[config.mk]
export PLATFORM = sky130hd
export DESIGN_NAME = en_exmem_ctrl_flat
export DESIGN_NICKNAME = d
export VERILOG_FILES = /design/src/rtl/en_exmem_ctrl_if.sv /design/src/rtl/en_exmem_ctrl.sv /design/src/flat_wrapper.sv
export SDC_FILE = /design/constraint.sdc
export NUM_CORES = 1
export LEC_CHECK = 0
export ABC_AREA = 0
export CAP_MARGIN = 20
export CORE_MARGIN = 2
export CORE_UTILIZATION = 25
export DETAILED_ROUTE_END_ITERATION = 7
export GPL_TIMING_DRIVEN = 0
export PLACE_DENSITY_LB_ADDON = 0.15
export RECOVER_POWER = 25
export SETUP_SLACK_MARGIN = 0.2
export SKIP_LAST_GASP = 1
export SLEW_MARGIN = 20
export SYNTH_ARGS = -nofsm -noshare
export SYNTH_HDL_FRONTEND = slang
export SYNTH_SLANG_ARGS = --single-unit
[constraint.sdc]
create_clock -name clock -period 2.5 [get_ports clock]
set_input_delay 0.375 -clock clock [delete_from_list [all_inputs] [get_ports clock]]
set_output_delay 0.375 -clock clock [all_outputs]
set_load 0.005 [all_outputs]
[src/rtl/en_exmem_ctrl_if.sv]
// Bus bundle between the ElectronNest core external-memory ports, the
// single-port SRAM and en_exmem_ctrl. The token structs live here so the
// controller and its environment share one definition.
//
// Handshake rules, in one place:
//   Load token: O_Ld_FTk.v offers a word. The word is taken on a clock edge
//     where .v is high and I_Ld_BTk.n is low. While .v & .n the offered word
//     holds its value.
//   Load request: I_Ld_Req/I_Ld_Addr are held by the core until O_Ld_Ack,
//     which is combinational and marks the cycle the SRAM read is issued.
//   Store: a store is offered with I_St_Req & I_St_FTk.v and is taken in
//     the same cycle unless O_St_BTk.n is high, in which case the core keeps
//     it offered and retries.
//   SRAM: O_Mem_CE/O_Mem_WE/O_Mem_Addr/O_Mem_WData are sampled at the clock
//     edge; read data appears on I_Mem_RData in the following cycle.
interface en_exmem_ctrl_if #(
  parameter int WIDTH_EXADDR = 16,
  parameter int WIDTH_DATA   = 32
);

  typedef struct packed {
    logic                    v;
    logic                    a;
    logic                    r;
    logic                    c;
    logic [WIDTH_EXADDR-1:0] i;
    logic [WIDTH_DATA-1:0]   d;
  } FTk_t;

  typedef struct packed {
    logic n;
    logic t;
    logic c;
  } BTk_t;

  // boot control
  logic                    I_Boot;
  logic                    O_Boot_Done;

  // core load port
  logic                    I_Ld_Req;
  logic [WIDTH_EXADDR-1:0] I_Ld_Addr;
  logic                    O_Ld_Ack;
  FTk_t                    O_Ld_FTk;
  BTk_t                    I_Ld_BTk;

  // core store port
  logic                    I_St_Req;
  logic [WIDTH_EXADDR-1:0] I_St_Addr;
  FTk_t                    I_St_FTk;
  BTk_t                    O_St_BTk;

  // SRAM port
  logic                    O_Mem_CE;
  logic                    O_Mem_WE;
  logic [WIDTH_EXADDR-1:0] O_Mem_Addr;
  logic [WIDTH_DATA-1:0]   O_Mem_WData;
  logic [WIDTH_DATA-1:0]   I_Mem_RData;

  // controller view
  modport slave (
    input  I_Boot,
    output O_Boot_Done,
    input  I_Ld_Req,
    input  I_Ld_Addr,
    output O_Ld_Ack,
    output O_Ld_FTk,
    input  I_Ld_BTk,
    input  I_St_Req,
    input  I_St_Addr,
    input  I_St_FTk,
    output O_St_BTk,
    output O_Mem_CE,
    output O_Mem_WE,
    output O_Mem_Addr,
    output O_Mem_WData,
    input  I_Mem_RData
  );

  // core + SRAM view
  modport master (
    output I_Boot,
    input  O_Boot_Done,
    output I_Ld_Req,
    output I_Ld_Addr,
    input  O_Ld_Ack,
    input  O_Ld_FTk,
    output I_Ld_BTk,
    output I_St_Req,
    output I_St_Addr,
    output I_St_FTk,
    input  O_St_BTk,
    input  O_Mem_CE,
    input  O_Mem_WE,
    input  O_Mem_Addr,
    input  O_Mem_WData,
    output I_Mem_RData
  );

endinterface

[src/rtl/en_exmem_ctrl.sv]
// ElectronNest external-memory controller.
// Boots the core (dummy acquire/valid words, then program words read from
// SRAM), then shares the single SRAM port between core loads and stores with
// round-robin fairness. Load data is shown to the core in the cycle after the
// read, straight from the SRAM output; a word the core stalls is parked in a
// one-entry skid register and shown from there until taken.
// Assumes BOOT_DUMMY >= 1 and BOOT_WORDS >= 1.
module en_exmem_ctrl #(
  parameter int WIDTH_EXADDR = 16,
  parameter int WIDTH_DATA   = 32,
  parameter int BOOT_DUMMY   = 3,
  parameter int BOOT_WORDS   = 5,
  parameter int BOOT_BASE    = 0,
  parameter int EXTEND_IDX   = 0
) (
  input  logic                  clock,
  input  logic                  reset,
  en_exmem_ctrl_if.slave        bus,
  output logic [1:0]            o_dbg_state
);

  localparam int DCW = $clog2(BOOT_DUMMY + 1);
  localparam int WCW = $clog2(BOOT_WORDS + 1);

  localparam logic [DCW-1:0] DUMMY_LAST = DCW'(BOOT_DUMMY - 1);
  localparam logic [WCW-1:0] WORDS_LAST = WCW'(BOOT_WORDS - 1);
  localparam logic [WCW-1:0] WORDS_N    = WCW'(BOOT_WORDS);
  localparam logic [DCW-1:0] DCNT_ONE   = DCW'(1);
  localparam logic [WCW-1:0] WCNT_ONE   = WCW'(1);

  typedef enum logic [1:0] {
    S_IDLE       = 2'd0,
    S_BOOT_DUMMY = 2'd1,
    S_BOOT_LOAD  = 2'd2,
    S_RUN        = 2'd3
  } state_t;

  // ---------------------------------------------------------------------
  // State
  // ---------------------------------------------------------------------
  state_t                  state_q,   state_d;
  logic [DCW-1:0]          dcnt_q,    dcnt_d;     // dummy words accepted
  logic [WCW-1:0]          fcnt_q,    fcnt_d;     // boot reads issued
  logic [WCW-1:0]          acnt_q,    acnt_d;     // boot words accepted
  logic                    rd_pend_q, rd_pend_d;  // read data on I_Mem_RData now
  logic [WIDTH_EXADDR-1:0] rd_i_q,    rd_i_d;     // .i for that read
  logic                    skid_v_q,  skid_v_d;
  logic [WIDTH_DATA-1:0]   skid_d_q,  skid_d_d;
  logic [WIDTH_EXADDR-1:0] skid_i_q,  skid_i_d;
  logic                    rr_ld_q,   rr_ld_d;    // 1: last grant was a load
  logic                    done_q,    done_d;

  // ---------------------------------------------------------------------
  // Combinational helpers
  // ---------------------------------------------------------------------
  logic                    word_v;
  logic                    word_a;
  logic [WIDTH_DATA-1:0]   word_d;
  logic [WIDTH_EXADDR-1:0] word_i;
  logic                    stall;
  logic                    accept;
  logic                    boot_rd;
  logic                    ld_elig;
  logic                    st_elig;
  logic                    ld_grant;
  logic                    st_grant;

  // Token fields the controller never looks at.
  logic unused_fields;
  assign unused_fields = ^{bus.I_Ld_BTk.t, bus.I_Ld_BTk.c,
                           bus.I_St_FTk.a, bus.I_St_FTk.r,
                           bus.I_St_FTk.c, bus.I_St_FTk.i};

  // Select the word offered to the core: dummy during BOOT_DUMMY, otherwise
  // the skid entry first, then fresh SRAM data.
  always_comb begin
    word_v = 1'b0;
    word_a = 1'b0;
    word_d = '0;
    word_i = '0;
    case (state_q)
      S_BOOT_DUMMY: begin
        word_v = 1'b1;
        word_a = (dcnt_q == '0);
      end
      S_BOOT_LOAD, S_RUN: begin
        if (skid_v_q) begin
          word_v = 1'b1;
          word_d = skid_d_q;
          word_i = skid_i_q;
        end else if (rd_pend_q) begin
          word_v = 1'b1;
          word_d = bus.I_Mem_RData;
          word_i = rd_i_q;
        end
      end
      default: ;
    endcase
  end

  assign stall  = word_v &  bus.I_Ld_BTk.n;
  assign accept = word_v & ~bus.I_Ld_BTk.n;

  // Decide which SRAM access happens this cycle: boot fetch or RUN arbitration.
  always_comb begin
    boot_rd  = 1'b0;
    ld_elig  = 1'b0;
    st_elig  = bus.I_St_Req & bus.I_St_FTk.v;
    ld_grant = 1'b0;
    st_grant = 1'b0;
    case (state_q)
      // The first program read goes out with the last dummy word so that
      // program words follow the dummies without a bubble.
      S_BOOT_DUMMY: boot_rd = accept && (dcnt_q == DUMMY_LAST);
      S_BOOT_LOAD:  boot_rd = (fcnt_q != WORDS_N) && !stall && !skid_v_q;
      S_RUN: begin
        ld_elig = bus.I_Ld_Req & ~stall & ~skid_v_q;
        if (ld_elig && st_elig) begin
          ld_grant = ~rr_ld_q;
          st_grant =  rr_ld_q;
        end else begin
          ld_grant = ld_elig;
          st_grant = st_elig;
        end
      end
      default: ;
    endcase
  end

  // Drive the bus outputs.
  always_comb begin
    bus.O_Boot_Done   = done_q;
    bus.O_Ld_Ack      = ld_grant;

    bus.O_Ld_FTk      = '0;
    bus.O_Ld_FTk.v    = word_v;
    bus.O_Ld_FTk.a    = word_a;
    bus.O_Ld_FTk.i    = word_i;
    bus.O_Ld_FTk.d    = word_d;

    // Gated by reset so the core sees a quiet back token while held in reset.
    bus.O_St_BTk      = '0;
    bus.O_St_BTk.n    = reset & st_elig & ~st_grant;

    bus.O_Mem_CE      = boot_rd | ld_grant | st_grant;
    bus.O_Mem_WE      = st_grant;
    bus.O_Mem_WData   = st_grant ? bus.I_St_FTk.d : '0;
    if (st_grant) begin
      bus.O_Mem_Addr = bus.I_St_Addr;
    end else if (ld_grant) begin
      bus.O_Mem_Addr = bus.I_Ld_Addr;
    end else if (boot_rd) begin
      bus.O_Mem_Addr = WIDTH_EXADDR'(BOOT_BASE) + WIDTH_EXADDR'(fcnt_q);
    end else begin
      bus.O_Mem_Addr = '0;
    end
  end

  assign o_dbg_state = state_q;

  // Next-state: FSM, boot counters, read tracking, skid and RR pointer.
  always_comb begin
    state_d   = state_q;
    dcnt_d    = dcnt_q;
    fcnt_d    = fcnt_q;
    acnt_d    = acnt_q;
    done_d    = done_q;
    rr_ld_d   = rr_ld_q;
    skid_v_d  = skid_v_q;
    skid_d_d  = skid_d_q;
    skid_i_d  = skid_i_q;
    rd_pend_d = boot_rd | ld_grant;
    rd_i_d    = '0;
    if (ld_grant && (EXTEND_IDX != 0)) begin
      rd_i_d = bus.I_Ld_Addr;
    end

    // Fresh read data that the core refuses is parked; the skid empties
    // when its word is taken.
    if (skid_v_q) begin
      if (accept) begin
        skid_v_d = 1'b0;
      end
    end else if (rd_pend_q && stall) begin
      skid_v_d = 1'b1;
      skid_d_d = bus.I_Mem_RData;
      skid_i_d = rd_i_q;
    end

    if (boot_rd) begin
      fcnt_d = fcnt_q + WCNT_ONE;
    end

    if (ld_grant) begin
      rr_ld_d = 1'b1;
    end else if (st_grant) begin
      rr_ld_d = 1'b0;
    end

    case (state_q)
      S_IDLE: begin
        if (bus.I_Boot) begin
          state_d = S_BOOT_DUMMY;
          dcnt_d  = '0;
          fcnt_d  = '0;
          acnt_d  = '0;
        end
      end
      S_BOOT_DUMMY: begin
        if (accept) begin
          dcnt_d = dcnt_q + DCNT_ONE;
          if (dcnt_q == DUMMY_LAST) begin
            state_d = S_BOOT_LOAD;
          end
        end
      end
      S_BOOT_LOAD: begin
        if (accept) begin
          acnt_d = acnt_q + WCNT_ONE;
          if (acnt_q == WORDS_LAST) begin
            state_d = S_RUN;
            done_d  = 1'b1;
          end
        end
      end
      default: ;  // S_RUN holds until reset
    endcase
  end

  // State register with asynchronous active-low reset.
  always_ff @(posedge clock or negedge reset) begin
    if (!reset) begin
      state_q   <= S_IDLE;
      dcnt_q    <= '0;
      fcnt_q    <= '0;
      acnt_q    <= '0;
      rd_pend_q <= 1'b0;
      rd_i_q    <= '0;
      skid_v_q  <= 1'b0;
      skid_d_q  <= '0;
      skid_i_q  <= '0;
      rr_ld_q   <= 1'b1;
      done_q    <= 1'b0;
    end else begin
      state_q   <= state_d;
      dcnt_q    <= dcnt_d;
      fcnt_q    <= fcnt_d;
      acnt_q    <= acnt_d;
      rd_pend_q <= rd_pend_d;
      rd_i_q    <= rd_i_d;
      skid_v_q  <= skid_v_d;
      skid_d_q  <= skid_d_d;
      skid_i_q  <= skid_i_d;
      rr_ld_q   <= rr_ld_d;
      done_q    <= done_d;
    end
  end

endmodule
[src/flat_wrapper.sv]
// flat-port wrapper written by rule: the top's interface ports become plain ports
module en_exmem_ctrl_flat 
#(
  parameter int WIDTH_EXADDR = 16,
  parameter int WIDTH_DATA   = 32,
  parameter int BOOT_DUMMY   = 3,
  parameter int BOOT_WORDS   = 5,
  parameter int BOOT_BASE    = 0,
  parameter int EXTEND_IDX   = 0
)
  (clock, reset, o_dbg_state, bus_I_Boot, bus_O_Boot_Done, bus_I_Ld_Req, bus_I_Ld_Addr, bus_O_Ld_Ack, bus_O_Ld_FTk, bus_I_Ld_BTk, bus_I_St_Req, bus_I_St_Addr, bus_I_St_FTk, bus_O_St_BTk, bus_O_Mem_CE, bus_O_Mem_WE, bus_O_Mem_Addr, bus_O_Mem_WData, bus_I_Mem_RData);
  en_exmem_ctrl_if #(.WIDTH_EXADDR(WIDTH_EXADDR), .WIDTH_DATA(WIDTH_DATA)) bus_i ();
  input  logic clock;
  input  logic reset;
  output logic [1:0] o_dbg_state;
  input wire logic [$bits(bus_i.I_Boot)-1:0] bus_I_Boot;
  output wire logic [$bits(bus_i.O_Boot_Done)-1:0] bus_O_Boot_Done;
  input wire logic [$bits(bus_i.I_Ld_Req)-1:0] bus_I_Ld_Req;
  input wire logic [$bits(bus_i.I_Ld_Addr)-1:0] bus_I_Ld_Addr;
  output wire logic [$bits(bus_i.O_Ld_Ack)-1:0] bus_O_Ld_Ack;
  output wire logic [$bits(bus_i.O_Ld_FTk)-1:0] bus_O_Ld_FTk;
  input wire logic [$bits(bus_i.I_Ld_BTk)-1:0] bus_I_Ld_BTk;
  input wire logic [$bits(bus_i.I_St_Req)-1:0] bus_I_St_Req;
  input wire logic [$bits(bus_i.I_St_Addr)-1:0] bus_I_St_Addr;
  input wire logic [$bits(bus_i.I_St_FTk)-1:0] bus_I_St_FTk;
  output wire logic [$bits(bus_i.O_St_BTk)-1:0] bus_O_St_BTk;
  output wire logic [$bits(bus_i.O_Mem_CE)-1:0] bus_O_Mem_CE;
  output wire logic [$bits(bus_i.O_Mem_WE)-1:0] bus_O_Mem_WE;
  output wire logic [$bits(bus_i.O_Mem_Addr)-1:0] bus_O_Mem_Addr;
  output wire logic [$bits(bus_i.O_Mem_WData)-1:0] bus_O_Mem_WData;
  input wire logic [$bits(bus_i.I_Mem_RData)-1:0] bus_I_Mem_RData;
  assign bus_i.I_Boot = bus_I_Boot;
  assign bus_O_Boot_Done = bus_i.O_Boot_Done;
  assign bus_i.I_Ld_Req = bus_I_Ld_Req;
  assign bus_i.I_Ld_Addr = bus_I_Ld_Addr;
  assign bus_O_Ld_Ack = bus_i.O_Ld_Ack;
  assign bus_O_Ld_FTk = bus_i.O_Ld_FTk;
  assign bus_i.I_Ld_BTk = bus_I_Ld_BTk;
  assign bus_i.I_St_Req = bus_I_St_Req;
  assign bus_i.I_St_Addr = bus_I_St_Addr;
  assign bus_i.I_St_FTk = bus_I_St_FTk;
  assign bus_O_St_BTk = bus_i.O_St_BTk;
  assign bus_O_Mem_CE = bus_i.O_Mem_CE;
  assign bus_O_Mem_WE = bus_i.O_Mem_WE;
  assign bus_O_Mem_Addr = bus_i.O_Mem_Addr;
  assign bus_O_Mem_WData = bus_i.O_Mem_WData;
  assign bus_i.I_Mem_RData = bus_I_Mem_RData;
  en_exmem_ctrl #(.WIDTH_EXADDR(WIDTH_EXADDR), .WIDTH_DATA(WIDTH_DATA), .BOOT_DUMMY(BOOT_DUMMY), .BOOT_WORDS(BOOT_WORDS), .BOOT_BASE(BOOT_BASE), .EXTEND_IDX(EXTEND_IDX)) u_core (.clock(clock), .reset(reset), .bus(bus_i), .o_dbg_state(o_dbg_state));
endmodule
==> reports/qor.txt <==
Cells after Synth: 330
worst-path maximum fanout: 7
total chip power: 5.42 mW
Die Y: 116 um
largest family of logic cells by synthesized area: simple AND/OR/NAND/NOR gates
initial antenna violation count: 0
Yosys reg bits: 46
layout cells sized above 1: 42.0%
routability congestion estimate: 0.731
largest net degree at the start of global routing: 48
placed cells: 708
clk root buf: clkbuf_16
GRT Resource Usage Total: 16.8%
non-filler cells in the finished layout: 773
Post-synth EDFFs: 0
dpl ws: -0.931 ns
Synth area leader: dfrtp_1
minimum clock period: 2.59 ns
synthesized cell area: 3130 um2
drt drc: 0
global route overflow: 0
Synth Area in Adders: 4.80%
Ys Warns: 0
ys flop type: dfrtp_1
register area share after synthesis: 36.8%
post-synthesis mux area share: 13.9%
final setup skew: 0.00698 ns
Synth top area share: 36.0%
CTS Buf Count: 5
Die Span X: 116 um
site row count: 40
Post-DP HPWL: 8560 um
area delta synth->final: 104%
Synth async-reset ratio: 100%
Highest Clock Rate: 0.387 GHz
Leakage: 3.12 nW
Antenna diodes: 0
fill count: 1145
Antenna Nets Post-Route: 0
vias in the first global route: 3331
compound-gate portion of the synthesized area: 17.5%
RSZ-0062 raised after global routing: true
die area: 13400 um2
status: finished, violations left
fin. max-slew vios: 0
CP arrival: 2.21 ns
failing checks: setup timing
largest cells by area after synthesis: dfrtp_1 (36%), mux2_2 (13%), a22oi_1 (7.7%)
Worst setup EP type: output port
Syn Area/Cell: 9.48 um2
CTS sink count: 46
CTS hold repair buffers: 0
Worst Tran Pin Value: 1.20 ns
drt first pass iters: 5
Iter 0 DRT Violations: 106
Post-Synth XOR/XNOR Area: 0%
worst hold path type: in -> async
nets@finish: 740
FF/Latch Area: 1150 um2
worst vdd ir: 0.000478 V
Initial Util: 25.8%
total number of vias: 3407
first-pass GRT wire length: 17800 um
vias per std cell: 4.41
Worst-Skew Late Latency: 0.29 ns
Synth Area in Simple Gates: 17.6%
Routed WL per cell: 15.7 um
final wirelength: 12200 um
area of the multi-input gates: 1990 um2
pwr/cell area: 851 nW/um2
Req. time, crit path: 2.12 ns
max-cap violations: 0
clock transition at the registers of the reported paths: 0.07 ns
CP startpoint kind: flop
# port buffers: 191
IO Count: 233
Hold Vio Cnt, Final: 0
H-tree levels: 2
WHS: 0.316 ns
commonest cells in the netlist: dfrtp_1 (45), nor2_1 (41), and2_1 (36)
Crit Path Class: reg -> out
TritonCTS clock tree: yes
CTS Buffer Depth: 2
Setup Viol. Count Final: 4
final setup TNS: -0.199 ns
count leader, synth: dfrtp_1
Core ar.: 12100 um2
max_slew headroom: 20.2%
final period utilization: 103%
Final WS setup: -0.0857 ns
number of distinct library cells after synthesis: 37
path summary, 6_finish.rpt:
path | from | to | slack, ns | cells after the start
min in group clock | u_core.bus.O_Boot_Done$_DFFE_PN0P_ | u_core.bus.O_Boot_Done$_DFFE_PN0P_ | 0.50 | 1
min | reset | u_core.skid_d_q[24]$_DFFE_PN0P_ | 0.32 | 1
min reg2reg | u_core.bus.O_Boot_Done$_DFFE_PN0P_ | u_core.bus.O_Boot_Done$_DFFE_PN0P_ | 0.50 | 1
max in group asynchronous | reset | u_core.o_dbg_state[1]$_DFFE_PN0P_ | 1.37 | 1
max reg2reg | u_core.o_dbg_state[1]$_DFFE_PN0P_ | u_core.o_dbg_state[1]$_DFFE_PN0P_ | 0.26 | 6
max | u_core.o_dbg_state[0]$_DFFE_PN0P_ | bus_O_Mem_Addr[0] | -0.09 | 10
metal layers:
layer	up-vias	part of all wire (%)	routed length (um)	GRT usage, %
li1	1671	-	-	-
met1	1636	42	5120	22.3
met2	96	52	6330	28.9
met3	4	5.5	675	3.66
met4	0	0.36	44	1.75
met5	-	0	0	0
critical path, cell delays in order, from the launching register on:
cell and delay, ns:
dfrtp_2 0.46, inv_4 0.08, ha_4 0.16, buf_8 0.12, and4b_1 0.20, a32o_2 0.25, buf_6 0.13, ha_4 0.15
mux2i_1 0.13, o21ai_1 0.10, buf_2 0.15
cells in the final DEF, fill, tap and decap left out, types with 4 or more instances in the layout:
cell type and instances:
clkbuf_2 10, clkbuf_16 5, ha_1 7, dlymetal6s2s_1 14, ha_4 5, buf_6 57
conb_1 20, a22o_1 19, inv_1 5, nand2_1 9, and2_4 27, nor2b_1 4
nand3b_1 4, clkdlybuf4s50_1 119, dfrtp_1 43, and2_1 9, a21oi_1 4, buf_2 24
a22oi_1 32, buf_4 50, mux2_2 34, nor2_1 37, o21ai_0 4, buf_8 12
report_power, final:
part	switching [mW]	internal (mW)	total [mW]	leakage [nW]
registers	0.235	1.09	1.33	0.566
logic	1.34	2.00	3.34	2.47
clock network	0.282	0.468	0.750	0.0836
cell type report:
type | count | area share [%]
well taps | 168 | 3.30
repair buffers | 247 | 37.5
inverters | 7 | 0.491
clock buffers | 5 | 1.97
plain buffers | 47 | 6.70
clock inverters | 3 | 0.629
multi-input cells | 250 | 31.2
flip-flops and latches | 46 | 18.1
metrics by stage:
| step | instance area [um2] | util [%] |
|---|---|---|
| after floorplan | 3200 | - |
| after global placement | 5320 | 43.9 |
| after detailed placement | 5320 | 43.9 |
| after CTS | 5960 | 49.2 |
| after global routing | 6370 | 52.6 |
| final | 6370 | 52.6 |
kinds of logic after synthesis:
family | Yosys count
AOI/OAI and AO/OA | 70
adders and majority gates | 12
buffers and inverters | 54
DFF | 46
muxes | 39
other | 1
and+or+nand+nor | 108
registers in the layout (all words and copies together) (netlist names):
signal and count:
u_core.o_dbg_state 2, u_core.acnt_q 3, u_core.rd_pend_q 1, u_core.bus.O_Boot_Done 1
u_core.fcnt_q 3, u_core.dcnt_q 2, u_core.rr_ld_q 1, u_core.skid_v_q 1
u_core.skid_d_q 32
repair_timing:
item | CTS | global route
buffers inserted | 35 | 15
setup endpoints to repair | 115 | 86
resized for setup | 288 | 135
hold endpoints to repair | 0 | 0
pin swaps | 24 | 33
cloned | 5 | 2
Note: power is estimated with default switching activity, not from simulation.
